<file path="config.mk">
export PLATFORM = sky130hd
export DESIGN_NAME = clock_phase_gen_flat
export DESIGN_NICKNAME = d
export VERILOG_FILES = /design/src/rtl/clock_phase_gen_if.sv /design/src/rtl/clock_phase_gen.sv /design/src/flat_wrapper.sv
export SDC_FILE = /design/constraint.sdc
export NUM_CORES = 1
export LEC_CHECK = 0
export CAP_MARGIN = 20
export CORE_MARGIN = 3
export CORE_UTILIZATION = 45
export DETAILED_ROUTE_END_ITERATION = 6
export PLACE_DENSITY = 0.73
export SYNTH_ARGS = -nofsm -noshare
export SYNTH_HDL_FRONTEND = slang
export SYNTH_SLANG_ARGS = --single-unit
export TNS_END_PERCENT = 20
</file>
<file path="constraint.sdc">
create_clock -name CLK -period 3.2 [get_ports CLK]
set_input_delay 0.96 -clock CLK [delete_from_list [all_inputs] [get_ports CLK]]
set_output_delay 0.96 -clock CLK [all_outputs]
set_load 0.005 [all_outputs]
</file>
<file path="src/rtl/clock_phase_gen_if.sv">
// Control and phase-output bundle of the two-phase clock sequencer.
// master: bring-up controller driving RUN/STEP/timing; slave: the sequencer itself.
interface clock_phase_gen_if #(
    parameter int unsigned PHASE_W = 4,
    parameter int unsigned CNT_W   = 16
);
    logic               RUN;
    logic               STEP;
    logic [PHASE_W-1:0] HIGH_CYC;
    logic [PHASE_W-1:0] GAP_CYC;
    logic               PHI1;
    logic               nPHI1;
    logic               PHI2;
    logic               nPHI2;
    logic               BUSY;
    logic               STEP_DONE;
    logic [CNT_W-1:0]   CYCLE_CNT;

    modport master (
        output RUN, STEP, HIGH_CYC, GAP_CYC,
        input  PHI1, nPHI1, PHI2, nPHI2, BUSY, STEP_DONE, CYCLE_CNT
    );

    modport slave (
        input  RUN, STEP, HIGH_CYC, GAP_CYC,
        output PHI1, nPHI1, PHI2, nPHI2, BUSY, STEP_DONE, CYCLE_CNT
    );
endinterface

</file>
<file path="src/rtl/clock_phase_gen.sv">
// Two-phase non-overlapping clock sequencer: IDLE -> P1 -> GAP1 -> P2 -> GAP2 -> (P1 | IDLE).
// Phase and gap lengths are latched on every entry to P1; every output is a flop.
module clock_phase_gen #(
    parameter int unsigned PHASE_W = 4,
    parameter int unsigned CNT_W   = 16
) (
    input  logic              CLK,
    input  logic              RST,
    clock_phase_gen_if.slave  bus
);

    typedef enum logic [2:0] {
        IDLE = 3'd0,
        P1   = 3'd1,
        GAP1 = 3'd2,
        P2   = 3'd3,
        GAP2 = 3'd4
    } state_t;

    state_t             state_q, state_d;
    logic [PHASE_W-1:0] cnt_q, cnt_d;
    logic [PHASE_W-1:0] h_q, h_d;
    logic [PHASE_W-1:0] g_q, g_d;
    logic               step_q, step_d;
    logic [CNT_W-1:0]   cycle_cnt_q, cycle_cnt_d;
    logic               step_done_q, step_done_d;
    logic               phi1_q, phi1_d;
    logic               nphi1_q, nphi1_d;
    logic               phi2_q, phi2_d;
    logic               nphi2_q, nphi2_d;
    logic               busy_q, busy_d;

    logic [PHASE_W-1:0] h_in;
    logic [PHASE_W-1:0] g_in;
    logic [PHASE_W-1:0] cur_len;
    logic               phase_last;

    // Zero programmed lengths are clamped to one CLK.
    always_comb begin
        h_in = (bus.HIGH_CYC == '0) ? PHASE_W'(1) : bus.HIGH_CYC;
        g_in = (bus.GAP_CYC  == '0) ? PHASE_W'(1) : bus.GAP_CYC;
    end

    // Detect the final CLK of the current phase or gap using the latched lengths.
    always_comb begin
        cur_len    = ((state_q == P1) || (state_q == P2)) ? h_q : g_q;
        phase_last = (cnt_q == (cur_len - PHASE_W'(1)));
    end

    // Next-state, cycle bookkeeping and registered-output decode.
    always_comb begin
        state_d     = state_q;
        cnt_d       = cnt_q;
        h_d         = h_q;
        g_d         = g_q;
        step_d      = step_q;
        cycle_cnt_d = cycle_cnt_q;
        step_done_d = 1'b0;

        case (state_q)
            IDLE: begin
                cnt_d = '0;
                // RUN has priority; a STEP seen together with RUN is a normal run cycle.
                if (bus.RUN) begin
                    state_d = P1;
                    step_d  = 1'b0;
                    h_d     = h_in;
                    g_d     = g_in;
                end else if (bus.STEP) begin
                    state_d = P1;
                    step_d  = 1'b1;
                    h_d     = h_in;
                    g_d     = g_in;
                end
            end
            P1: begin
                if (phase_last) begin
                    state_d = GAP1;
                    cnt_d   = '0;
                end else begin
                    cnt_d = cnt_q + PHASE_W'(1);
                end
            end
            GAP1: begin
                if (phase_last) begin
                    state_d = P2;
                    cnt_d   = '0;
                end else begin
                    cnt_d = cnt_q + PHASE_W'(1);
                end
            end
            P2: begin
                if (phase_last) begin
                    state_d = GAP2;
                    cnt_d   = '0;
                end else begin
                    cnt_d = cnt_q + PHASE_W'(1);
                end
            end
            GAP2: begin
                if (phase_last) begin
                    cnt_d       = '0;
                    cycle_cnt_d = cycle_cnt_q + CNT_W'(1);
                    step_done_d = step_q;
                    step_d      = 1'b0;
                    if (bus.RUN && !step_q) begin
                        state_d = P1;
                        h_d     = h_in;
                        g_d     = g_in;
                    end else begin
                        state_d = IDLE;
                    end
                end else begin
                    cnt_d = cnt_q + PHASE_W'(1);
                end
            end
            default: begin
                state_d = IDLE;
                cnt_d   = '0;
                step_d  = 1'b0;
            end
        endcase

        // Outputs are decoded from the next state so they change on the same edge as the state.
        phi1_d  = (state_d == P1);
        nphi1_d = (state_d != P1);
        phi2_d  = (state_d == P2);
        nphi2_d = (state_d != P2);
        busy_d  = (state_d != IDLE);
    end

    // State and output registers with asynchronous reset to the idle values.
    always_ff @(posedge CLK or posedge RST) begin
        if (RST) begin
            state_q     <= IDLE;
            cnt_q       <= '0;
            h_q         <= PHASE_W'(1);
            g_q         <= PHASE_W'(1);
            step_q      <= 1'b0;
            cycle_cnt_q <= '0;
            step_done_q <= 1'b0;
            phi1_q      <= 1'b0;
            nphi1_q     <= 1'b1;
            phi2_q      <= 1'b0;
            nphi2_q     <= 1'b1;
            busy_q      <= 1'b0;
        end else begin
            state_q     <= state_d;
            cnt_q       <= cnt_d;
            h_q         <= h_d;
            g_q         <= g_d;
            step_q      <= step_d;
            cycle_cnt_q <= cycle_cnt_d;
            step_done_q <= step_done_d;
            phi1_q      <= phi1_d;
            nphi1_q     <= nphi1_d;
            phi2_q      <= phi2_d;
            nphi2_q     <= nphi2_d;
            busy_q      <= busy_d;
        end
    end

    assign bus.PHI1      = phi1_q;
    assign bus.nPHI1     = nphi1_q;
    assign bus.PHI2      = phi2_q;
    assign bus.nPHI2     = nphi2_q;
    assign bus.BUSY      = busy_q;
    assign bus.STEP_DONE = step_done_q;
    assign bus.CYCLE_CNT = cycle_cnt_q;

endmodule

</file>
<file path="src/flat_wrapper.sv">
// flat-port wrapper written by rule: the top's interface ports become plain ports
module clock_phase_gen_flat 
#(
    parameter int unsigned PHASE_W = 4,
    parameter int unsigned CNT_W   = 16
)
  (CLK, RST, bus_RUN, bus_STEP, bus_HIGH_CYC, bus_GAP_CYC, bus_PHI1, bus_nPHI1, bus_PHI2, bus_nPHI2, bus_BUSY, bus_STEP_DONE, bus_CYCLE_CNT);
  clock_phase_gen_if #(.PHASE_W(PHASE_W), .CNT_W(CNT_W)) bus_i ();
  input  logic CLK;
  input  logic RST;
  input wire logic [$bits(bus_i.RUN)-1:0] bus_RUN;
  input wire logic [$bits(bus_i.STEP)-1:0] bus_STEP;
  input wire logic [$bits(bus_i.HIGH_CYC)-1:0] bus_HIGH_CYC;
  input wire logic [$bits(bus_i.GAP_CYC)-1:0] bus_GAP_CYC;
  output wire logic [$bits(bus_i.PHI1)-1:0] bus_PHI1;
  output wire logic [$bits(bus_i.nPHI1)-1:0] bus_nPHI1;
  output wire logic [$bits(bus_i.PHI2)-1:0] bus_PHI2;
  output wire logic [$bits(bus_i.nPHI2)-1:0] bus_nPHI2;
  output wire logic [$bits(bus_i.BUSY)-1:0] bus_BUSY;
  output wire logic [$bits(bus_i.STEP_DONE)-1:0] bus_STEP_DONE;
  output wire logic [$bits(bus_i.CYCLE_CNT)-1:0] bus_CYCLE_CNT;
  assign bus_i.RUN = bus_RUN;
  assign bus_i.STEP = bus_STEP;
  assign bus_i.HIGH_CYC = bus_HIGH_CYC;
  assign bus_i.GAP_CYC = bus_GAP_CYC;
  assign bus_PHI1 = bus_i.PHI1;
  assign bus_nPHI1 = bus_i.nPHI1;
  assign bus_PHI2 = bus_i.PHI2;
  assign bus_nPHI2 = bus_i.nPHI2;
  assign bus_BUSY = bus_i.BUSY;
  assign bus_STEP_DONE = bus_i.STEP_DONE;
  assign bus_CYCLE_CNT = bus_i.CYCLE_CNT;
  clock_phase_gen #(.PHASE_W(PHASE_W), .CNT_W(CNT_W)) u_core (.CLK(CLK), .RST(RST), .bus(bus_i));
endmodule
</file>
Yosys cells after proc, flatten, opt, wreduce, memory -nomap -nowiden
Index checks and enable logic that the tools add are counted.

word-level totals
  register bits after elaboration = 38
  bits of input ports = 12
  output and inout port bits = 22

cells by class
  $add $sub $neg = 3
  equality and inequality tests = 12
  multiplexer cells = 29
  bitwise gates (word level) = 1
  reductions and logical operators = 13

operator list
  kind                   number
  $mux 4                 13
  $mux 3                 6
  $add 16x1->16 const B  1
  $pmux 4 s2             2
  $pmux 3 s5             1
  $eq 3x2->1 const B     3
  $logic_not 4->1        2
  $eq 3x1->1 const B     2
  $mux 1                 6
  $add 4x1->4 const B    1
  $eq 4x4->1             1
  $ne 2x1->1 const B     2
  $reduce_and 4->1       1
  $reduce_or 4->1        1
  $sub 4x1->4 const B    1
  $eq 3x3->1 const B     1
  $logic_not 3->1        1
  $ne 3x1->1 const B     1
  $ne 3x2->1 const B     1
  $ne 3x3->1 const B     1
  $pmux 1 s3             1
  $reduce_and 3->1       1
  $reduce_bool 3->1      1
  $reduce_or 3->1        1
  other kinds (6)        6

Logic depth before layout (Yosys ltp)
Gate-level depths: netlist of the first run.

  depth after elaboration = 8
  gate-level depth with buffers = 9
  gate-level depth less buffers = 6

Least setup slack after synthesis of the first run
Ideal clock, no wire load.

  kind = register -> register
  from = register u_core.state_q[0]
  to = register u_core.g_q[1]
  data arrival time = 2.042 ns
  slack = 1.033 ns
  cell stages (with the launch flop) = 9
  cell sequence = dfrtp_1 > buf_4 > nand2b_1 > buf_6 > mux2i_1 > xnor2_2 > mux2i_4 > o22ai_4 > mux2_4

on the way
  word-level cells in the longest chain between the ends = 7
  elaborated cells on any way between the ends = 14
  classes of those cells = add/sub: 1; eq/ne: 7; mux: 2; reduce/logical: 4

ends and longest elaborated chain
  item                                      RTL line                text
  start: declaration                        clock_phase_gen.sv:20   state_t state_q, state_d;
  start signal: assignment                  clock_phase_gen.sv:148  state_q <= state_d;
  $eq 3x1->1 or $eq 3x2->1 (tied branches)  clock_phase_gen.sv:46   cur_len = ((state_q == P1) || (state_q == P2)) ? h_q : g_q;
  $logic_or 1x1->1                          clock_phase_gen.sv:46
  $mux 4                                    clock_phase_gen.sv:46
  $sub 4x1->4                               clock_phase_gen.sv:47   phase_last = (cnt_q == (cur_len - PHASE_W'(1)));
  $eq 4x4->1                                clock_phase_gen.sv:47
  $ne 2x1->1 (no line)                      n/a
  $reduce_and 4->1 (no line)                n/a
  end signal: assignment                    clock_phase_gen.sv:151  g_q <= g_d;
  end: declaration                          clock_phase_gen.sv:23   logic [PHASE_W-1:0] g_q, g_d;

Several ways; a longest one is shown, not always the timed one.
A chain may end at the register's enable or synchronous reset.

Worst setup path after layout of the first run
  from = input port bus_RUN
  to = register u_core.h_q[2]

on the way
  word-level cells in the longest chain between the ends = 3
  elaborated cells on any way between the ends = 6
  classes of those cells = eq/ne: 2; mux: 2; reduce/logical: 2

ends and longest elaborated chain
  item                        RTL line                text
  start: declaration          flat_wrapper.sv:11      input wire logic [$bits(bus_i.RUN)-1:0] bus_RUN;
  $logic_and 1x1->1           clock_phase_gen.sv:106  if (bus.RUN && !step_q) begin
  $ne 2x1->1 (no line)        n/a
  $reduce_and 4->1 (no line)  n/a
  end signal: assignment      clock_phase_gen.sv:137  h_q <= PHASE_W'(1);
  end signal: assignment      clock_phase_gen.sv:150  h_q <= h_d;
  end: declaration            clock_phase_gen.sv:22   logic [PHASE_W-1:0] h_q, h_d;

Several ways; a longest one is shown, not always the timed one.

==> results.toml, run 1 <==
[logic_synthesis]
syn_nets = 201
synthDistinctLibCells = 45
yosys_warnings = 0
synth.cell_area_um2 = 2030
synthFlopType = "dfrtp_1"
async_flop_share_pct = 100
synth_simple_gate_area_share_pct = 20.4
synth_cells = 187
synth-edff-count = 0
yosysSeqAreaShare_pct = 47.1
synth_seq_cells = 38
synth_top_family_by_area = "simple AND/OR/NAND/NOR gates"
synth-compound-area-share_pct = 8.88
yosys-mux-area-fraction_pct = 10.2
synthXorXnorAreaFrac_pct = 9.44
synthAdderAreaFrac_pct = 1.23
synth.avg_cell_area_um2 = 10.8

[critical_path]
crit_path_start_kind = "input pin"
arrival_ns = 2.70
cp_max_fo = 9
crit_type = "in -> reg"
cp-end-kind = "flop"
required_ns = 3.38

[detailed_routing]
wire_per_inst_um = 15.3
drt-total-wl_mm = 4.23
drcViolationCount = 0
vias = 1513
drt_iter0_drc = 129
firstDrtPassIters = 4
antenna_left = 0
vias_per_cell = 5.46

[placed_design]
gp_congestion = 0.911
dp_cells = 269
numPortBuffers = 33
dp_hpwl_mm = 3.01

[layout]
regArea_um2 = 956
n_antenna_cell = 0
fin_cells = 277
layout-drive-gt1-share_pct = 13.2
final_nets = 240
area_growth_pct = 23.6
multiInputGateArea_um2 = 1020
num-fill-cells = 342

[floorplanning]
dieArea_um2 = 5350
core_um2 = 4170
rows = 23
initial_core_util_pct = 48.6
top_level_ports = 34
die_h_um = 73.1
die-width_um = 73.1

[clock_tree]
clock_sinks = 38
root_buffer = "clkbuf_8"
insertion_delay_ns = 0.29
htree_num_levels = 2
cts_tree = "built"
clk_pin_slew_worst_paths_ns = 0.07
ctsLongestPathBuffers = 2
cts_resized = 0
post-cts-setup-buffers = 0
hold_buffers = 0
numCtsBuffers = 5

[global_routing]
grt_max_degree = 39
grt_overflow = 0
antenna_found_initial = 0
grt_pass1_vias = 1540
grt_usage_pct = 17.8
grt_pass1_wl_mm = 7.28

[timing]
final_hold_viol_count = 0
worstMarginPinSlew_ns = 0.570
setup_tns_ns = 0
relSlewSlack_pct = 61.7
period_minus_slack_ns = 2.52
finClkSkew_ns = 0.00358
fmax_mhz = 396
rsz0062_at_grt = "no"
slew_violations = 0
setup_violations = 0
fin_crit_sh_pct = 78.9

[pwr]
vdd_drop_max_mv = 0.346
swShare_pct = 40.3
power_frac_clock_pct = 15.8
p_per_area_nw_per_um2 = 861
p_leak_nw = 1.13
p_switching_w = 0.000870
combPwrFrac_pct = 49.4
power_frac_seq_pct = 34.8
p_int_w = 0.00129

[hold_path]
hold_path.class = "reg -> reg"

[run_status]
status = "completed"

[run]
maxCapViolations = 0
[worst paths after layout]
| check | from | endpoint | depth (start not counted) | slack (ns) |
|---|---|---|---|---|
| max | bus_RUN | u_core.h_q[2] | 5 | 0.68 |
| min | u_core.h_q[0] | u_core.h_q[0] | 2 | 0.48 |
| max reg2reg | u_core.state_q[0] | u_core.h_q[2] | 6 | 0.74 |
| min reg2reg | u_core.h_q[0] | u_core.h_q[0] | 2 | 0.48 |
| max in group asynchronous | RST | u_core.bus.nPHI1 | 3 | 1.77 |
| min in group asynchronous | RST | u_core.bus.CYCLE_CNT[2] | 3 | 1.08 |
[final cells by class]
| class | count | share of cell area, % |
|---|---|---|
| clock buffers | 7 | 3.44 |
| clock inverters | 1 | 0.200 |
| inverters | 5 | 0.749 |
| multi-input cells | 139 | 40.6 |
| flip-flops and latches | 38 | 38.1 |
| well taps | 50 | 2.50 |
| repair buffers | 37 | 14.4 |
[flip-flops by register name (all words and copies together) (netlist names)]
name / count
u_core.h_q: 4
u_core.bus.STEP_DONE: 1
u_core.bus.nPHI2: 1
u_core.bus.CYCLE_CNT: 16
u_core.g_q: 4
u_core.cnt_q: 4
u_core.bus.BUSY: 1
u_core.bus.PHI1: 1
u_core.bus.nPHI1: 1
u_core.state_q: 3
u_core.bus.PHI2: 1
u_core.step_q: 1
[stage by stage]
stage	total power (W)	worst slack, ns	area [um2]	hold WS (ns)	util [%]
final	0.00216	0.677	2510	0.485	60.1
after detailed placement	0.00182	0.370	2410	0.475	57.9
after global routing	0.00232	0.552	2510	0.505	60.1
after floorplan	0.00156	1.03	2030	0.452	-
after global placement	0.00181	0.454	2410	0.458	57.9
after CTS	0.00217	0.680	2510	0.488	60.1
[cells in the mapped netlist, types with 5 or more instances]
library cell	n	area share, %
a21oi_1	5	1.2
and2_1	5	1.5
and3_1	6	1.9
dfrtp_1	34	42
inv_1	5	0.93
mux2_4	6	4.4
mux2i_1	5	2.5
nand2_1	10	1.9
nand2b_1	5	1.5
nand3_1	5	1.2
nand4_1	5	1.5
nor2_1	11	2.0
nor3_1	16	3.9
xnor2_1	5	2.2
xor2_1	15	6.5
[worst max-delay path: stages]
cell and delay [ns]:
clkdlybuf4s50_1 0.53, nor2b_1 0.24, o2111ai_1 0.20, o22ai_4 0.41
mux2_4 0.34
[per-layer routing]
metal  vias up  share of wire, %  GRT usage (%)  wire, um
li1        752                 -              -         -
met1       721                48           25.5      2050
met2        33                47           25.9      1990
met3         7               3.4           4.55       145
met4         0               1.2           6.35        51
met5         -                 0              0         0
[layout by cell type, fill, tap and decap left out, types with 2 or more instances in the layout]
cell type | netlist | routed
dfrtp_1 | 34 | 34
clkdlybuf4s50_1 | 0 | 33
nor3_1 | 16 | 16
xor2_1 | 15 | 15
nor2_1 | 11 | 11
nand2_1 | 10 | 10
and3_1 | 6 | 6
mux2_4 | 6 | 6
clkbuf_8 | 0 | 6
nand2b_1 | 5 | 5
mux2i_1 | 5 | 5
and2_1 | 5 | 5
a21oi_1 | 5 | 5
inv_1 | 5 | 5
nand4_1 | 5 | 5
xnor2_1 | 5 | 5
nand3_1 | 5 | 5
nor4_1 | 4 | 4
o21ai_0 | 4 | 4
buf_4 | 2 | 4
dfstp_2 | 4 | 4
nor2b_1 | 3 | 3
mux2_2 | 2 | 2
o21ai_1 | 2 | 2
mux2_1 | 2 | 2
o21a_1 | 2 | 2
o22ai_1 | 2 | 2
ha_1 | 2 | 2
[logic make-up (layout without fill, tap and decap cells)]
logic type | count (synthesis) | in the layout
adder cells (fa/ha/maj) | 2 | 2
flip-flops | 38 | 38
buffers and inverters | 10 | 50
multiplexers | 16 | 16
AO/OA/AOI/OAI | 24 | 24
AND/OR/NAND/NOR | 76 | 76
XOR/XNOR | 21 | 21
[power groups by stage]
stage / Clock [W] / Combinational [W] / Sequential [W]
after global placement: 0 / 0.00105 / 0.000759
after CTS: 0.000348 / 0.00107 / 0.000751
final: 0.000340 / 0.00107 / 0.000752
after detailed placement: 0 / 0.00106 / 0.000759
after global routing: 0.000375 / 0.00117 / 0.000772
after floorplan: 0 / 0.000840 / 0.000717
Power figures use the tool's default switching activity.
==> inputs of run 2 (changes only) <==
--- a/config.mk
+++ b/config.mk
@@ -9,7 +9,7 @@
 export CORE_MARGIN = 3
 export CORE_UTILIZATION = 45
 export DETAILED_ROUTE_END_ITERATION = 6
-export PLACE_DENSITY = 0.73
+export PLACE_DENSITY = 0.76
 export SYNTH_ARGS = -nofsm -noshare
 export SYNTH_HDL_FRONTEND = slang
 export SYNTH_SLANG_ARGS = --single-unit
==> constraint.sdc (replaced) <==
create_clock -name CLK -period 2.3 [get_ports CLK]
set_input_delay 0.69 -clock CLK [delete_from_list [all_inputs] [get_ports CLK]]
set_output_delay 0.69 -clock CLK [all_outputs]
set_load 0.005 [all_outputs]
==> run 2 against run 1 <==
Combinational power is 82% higher. Setup slack worse by 0.58 ns. Critical endpoint is now u_core.bus.CYCLE_CNT[1]. Clock power is 44% higher. Largest cell class unchanged. Critical path type is now reg -> reg. Global-route usage is 1.8 points higher. Cell area is 8.1% higher.
==> results.toml, run 2 (synthesis results as in run 1) <==
[run_status]
status = "completed"

[layout]
area_growth_pct = 33.6
largest_reg_flops = 16
layout-drive-gt1-share_pct = 21.2
final_area_um2 = 2710
final_cell_mix = "34 x dfrtp_1, 33 x clkdlybuf4s50_1, 20 x buf_4"
layout_commonest_cell = "dfrtp_1"
final_nets = 258
n_antenna_cell = 0

[detailed_routing]
drt_iter0_drc = 138
vias_per_cell = 5.61
vias = 1654
drcViolationCount = 0
drt-total-wl_mm = 4.74
wire_per_inst_um = 16.1
antenna_left = 0
firstDrtPassIters = 4

[critical_path]
cp_slowest_cell = "dfrtp_1"
arrival_ns = 2.38
cp_top_family = "buffers and inverters"
crit_path_start_kind = "flop"
slowest_delay_ns = 0.41
reg2reg_from = "u_core.state_q[0]"
required_ns = 2.48
crit_type = "reg -> reg"
path_buf_inv = 3
cp_max_fo = 13
path_common_cell = "buf_4"
cp-end-kind = "flop"
cp_cell_sequence = "buf_4 > nor2b_1 > buf_4 > nor2_1 > a22oi_2 > o21ai_1 > buf_4 > nor3_4 > mux2_1"
crit_start = "u_core.state_q[0]"

[clock_tree]
htree_num_levels = 2
clock_sinks = 38
cts_tree = "built"
clk_pin_slew_worst_paths_ns = 0.08
root_buffer = "clkbuf_8"
insertion_delay_ns = 0.30
ctsLongestPathBuffers = 2
numCtsBuffers = 5

[hold_path]
hp-start = "u_core.bus.CYCLE_CNT[12]"
hold_path.class = "reg -> reg"

[floorplanning]
initial_core_util_pct = 48.6
dieArea_um2 = 5350
top_level_ports = 34
die_h_um = 73.1
die-width_um = 73.1
core_um2 = 4170
rows = 23

[timing]
setup_violations = 0
finClkSkew_ns = 0.00437
fmax_mhz = 455
hold_ws_ns = 0.489
worstMarginPinSlew_ns = 0.466
final_hold_viol_count = 0
relSlewSlack_pct = 68.9
period_minus_slack_ns = 2.20
slew_violations = 0
fin_crit_sh_pct = 95.6

[pwr]
vdd_drop_max_mv = 0.568
p_int_w = 0.00207
p_per_area_nw_per_um2 = 1290
power.total_w = 0.00348
power_frac_seq_pct = 29.9
p_switching_w = 0.00142
p_leak_nw = 1.23
power_frac_clock_pct = 14.0
combPwrFrac_pct = 56.1
swShare_pct = 40.7

[global_routing]
grt_usage_pct = 19.6
antenna_found_initial = 0
grt_pass1_vias = 1656
grt_max_degree = 39
grt_pass1_wl_mm = 7.91
grt_overflow = 0

[placed_design]
dp_hpwl_mm = 3.34
placed_cell_area_um2 = 2530
gp_congestion = 0.872
numPortBuffers = 33

[run]
maxCapViolations = 0
==> run 2: cell count changes in the layout (fill, tap and decap cells not counted), sizes merged <==
cell,change
buf,+17
o22ai,+1
==> run 2: through the flow <==
stage	setup TNS (ns)	util (%)	cells	worst slack [ns]
after CTS	0	63.8	295	0.00263
final	0	64.9	295	0.101
after global placement	-0.539	60.7	285	-0.0757
after global routing	-0.0453	64.9	295	-0.0194
after detailed placement	-1.20	60.7	285	-0.169
after floorplan	0	-	187	0.133
==> run 2: power groups by stage <==
stage | clock [W] | combinational [W] | sequential [W]
after floorplan | 0 | 0.00117 | 0.000998
after global placement | 0 | 0.00168 | 0.00104
after detailed placement | 0 | 0.00172 | 0.00105
after CTS | 0.000494 | 0.00186 | 0.00104
after global routing | 0.000526 | 0.00213 | 0.00106
final | 0.000488 | 0.00195 | 0.00104
==> run 2: layout make-up <==
class                   instances  area [um2]
well taps                      50        62.6
repair buffers                 54         500
inverters                       5        18.8
flip-flops and latches         38         956
multi-input cells             140        1080
clock buffers                   7        86.3
clock inverters                 1        5.00
fillers                       300        1460
==> run 2: final timing paths <==
check                                           end  slack [ns]  cells past startpoint
max reg2reg                 u_core.bus.CYCLE_CNT[1]        0.10                      9
min                        u_core.bus.CYCLE_CNT[12]        0.49                      1
max in group asynchronous             u_core.g_q[0]        1.15                      3
max                         u_core.bus.CYCLE_CNT[1]        0.10                      9
min reg2reg                u_core.bus.CYCLE_CNT[12]        0.49                      1
min in group asynchronous   u_core.bus.CYCLE_CNT[3]        0.79                      3
==> run 2: routing by layer <==
layer | GRT usage [%] | wire length, um | vias to the layer above
met1 | 26.2 | 2060 | 805
met4 | 10.0 | 101 | 0
met5 | 0 | 0 | -
li1 | - | - | 791
met2 | 29.4 | 2340 | 47
met3 | 4.68 | 238 | 11
==> run 2: timing repair <==
action / CTS / global route
hold buffers: 0 / 0
buffers inserted: 1 / 0
setup endpoints to repair: 6 / 19
gates cloned: 1 / 0
pin swaps: 2 / 4
resized for setup: 1 / 8
==> inputs of run 3 (changes only) <==
--- a/config.mk
+++ b/config.mk
@@ -5,11 +5,11 @@
 export SDC_FILE = /design/constraint.sdc
 export NUM_CORES = 1
 export LEC_CHECK = 0
-export CAP_MARGIN = 20
+export CAP_MARGIN = 15
 export CORE_MARGIN = 3
 export CORE_UTILIZATION = 45
 export DETAILED_ROUTE_END_ITERATION = 6
-export PLACE_DENSITY = 0.76
+export PLACE_DENSITY = 0.69
 export SYNTH_ARGS = -nofsm -noshare
 export SYNTH_HDL_FRONTEND = slang
 export SYNTH_SLANG_ARGS = --single-unit
==> run 3 against run 2 <==
Final cell count shrank 1.0%. Count of clock-buffer cells in the layout shrank 1. Clock skew grew 0.0013 ns. Critical path type unchanged. Critical endpoint unchanged. Largest power group unchanged.
==> results.toml, run 3 (synthesis results as in run 1) <==
[clock_tree]
numCtsBuffers = 5
clock_sinks = 38
hold_buffers = 0
clk_pin_slew_worst_paths_ns = 0.08
insertion_delay_ns = 0.29
cts_tree = "built"
htree_num_levels = 2
root_buffer = "clkbuf_8"
ctsLongestPathBuffers = 2

[placed_design]
place_ws_ns = -0.142
numPortBuffers = 33
gp_congestion = 0.866
placed_cell_area_um2 = 2540
dp_hpwl_mm = 3.63

[layout]
area_growth_pct = 34.7
n_antenna_cell = 0
final_nets = 255
layout_commonest_cell = "dfrtp_1"
final_core_util_pct = 65.5
multiInputGateArea_um2 = 1050
largest_reg_flops = 16
layout-drive-gt1-share_pct = 21.1
regArea_um2 = 956
final_area_um2 = 2730
final_cell_mix = "34 x dfrtp_1, 33 x clkdlybuf4s50_1, 16 x buf_4"
num-fill-cells = 326

[global_routing]
grt_pass1_vias = 1761
grt_overflow = 0
grt_usage_pct = 20.5
grt_max_degree = 39
antenna_found_initial = 0
grt_pass1_wl_mm = 8.54

[critical_path]
reg2reg_from = "u_core.state_q[2]"
cp_max_fo = 14
ff2ff_path_depth = 9
crit_path_start_kind = "flop"
r2r_slack_ns = 0.12
regToRegEndpoint = "u_core.bus.CYCLE_CNT[1]"
arrival_ns = 2.36
required_ns = 2.48
cp-end-kind = "flop"
crit_type = "reg -> reg"

[timing]
relSlewSlack_pct = 68.0
hold_ws_ns = 0.481
finClkSkew_ns = 0.00568
setup_violations = 0
fin_ws_ns = 0.117
final_hold_viol_count = 0
fin_crit_sh_pct = 94.9
fmax_mhz = 458
worstMarginPinSlew_ns = 0.480
period_minus_slack_ns = 2.18
slew_violations = 0
rsz0062_at_grt = "yes"

[floorplanning]
top_level_ports = 34
die-width_um = 73.1
core_um2 = 4170
initial_core_util_pct = 48.6
die_h_um = 73.1
rows = 23
dieArea_um2 = 5350

[hold_path]
hold_path.class = "reg -> reg"
whs_path_depth = 1
holdPathEnd = "u_core.bus.CYCLE_CNT[15]"
hp-start = "u_core.bus.CYCLE_CNT[15]"

[pwr]
vdd_drop_max_mv = 0.586
power_frac_clock_pct = 19.3
power_frac_seq_pct = 28.9
combPwrFrac_pct = 51.9
swShare_pct = 37.8
p_leak_nw = 1.24
p_int_w = 0.00226
p_switching_w = 0.00138
p_per_area_nw_per_um2 = 1330

[detailed_routing]
drt_iter0_drc = 103
wire_per_inst_um = 16.8
drcViolationCount = 0
drt-total-wl_mm = 4.91
firstDrtPassIters = 4
vias_per_cell = 5.54
antenna_left = 0
vias = 1619

[run_status]
status = "completed"

[run]
maxCapViolations = 0
-- run 3: worst max path at each step --
stage                              end  cells past startpoint              start  slack [ns]
3_5_place_dp             u_core.g_q[1]                      6            bus_RUN       -0.14
6_report       u_core.bus.CYCLE_CNT[1]                      9  u_core.state_q[2]        0.12
5_1_grt                  u_core.h_q[0]                     10  u_core.state_q[2]      -0.005
2_1_floorplan            u_core.g_q[1]                      8  u_core.state_q[0]        0.13
4_1_cts        u_core.bus.CYCLE_CNT[1]                      9  u_core.state_q[0]       0.003
3_3_place_gp             u_core.h_q[2]                      6            bus_RUN       -0.08
-- run 3: layout make-up --
| class | count | share of cell area [%] |
|---|---|---|
| clock buffers | 6 | 3.02 |
| clock inverters | 2 | 2.20 |
| inverters | 5 | 0.687 |
| multi-input cells | 139 | 38.4 |
| flip-flops and latches | 38 | 35.0 |
| well taps | 50 | 2.29 |
| repair buffers | 52 | 18.4 |
-- run 3: per-stage QoR --
stage / TNS, ns / power, W / cells
6_report: 0 / 0.00364 / 292
5_1_grt: -0.00739 / 0.00387 / 292
4_1_cts: 0 / 0.00357 / 290
3_5_place_dp: -1.06 / 0.00285 / 282
3_3_place_gp: -0.542 / 0.00277 / 282
2_1_floorplan: 0 / 0.00217 / 187
-- run 3: layer usage --
metal	global-route usage, %	up-vias	part of all wire (%)
met4	5.12	0	1.2
met5	0	-	0
met1	26.5	803	45
met3	4.82	6	3.0
met2	34.5	37	51
li1	-	773	-
-- run 3: repair_timing --
action	4_1_cts	5_1_grt
hold endpoints to repair	0	0
setup endpoints to repair	1	19
gates resized for setup	1	7
pin swaps	0	2
buffers inserted	0	2
-- run 3: power groups by stage --
| stage | combinational, W | clock [W] | sequential, W |
|---|---|---|---|
| after global placement | 0.00173 | 0 | 0.00104 |
| after CTS | 0.00181 | 0.000716 | 0.00104 |
| after floorplan | 0.00117 | 0 | 0.000998 |
| after global routing | 0.00206 | 0.000738 | 0.00108 |
| final | 0.00189 | 0.000701 | 0.00105 |
| after detailed placement | 0.00180 | 0 | 0.00106 |
-- run 3: worst max-delay path, stage by stage (launching register included) --
cell and delay (ns):
dfrtp_1 0.39, nand2b_4 0.18, buf_4 0.14, a21oi_1 0.05, nor4_1 0.30, buf_4 0.18
o21ai_1 0.06, buf_4 0.20, nor3_4 0.22, mux2_1 0.34
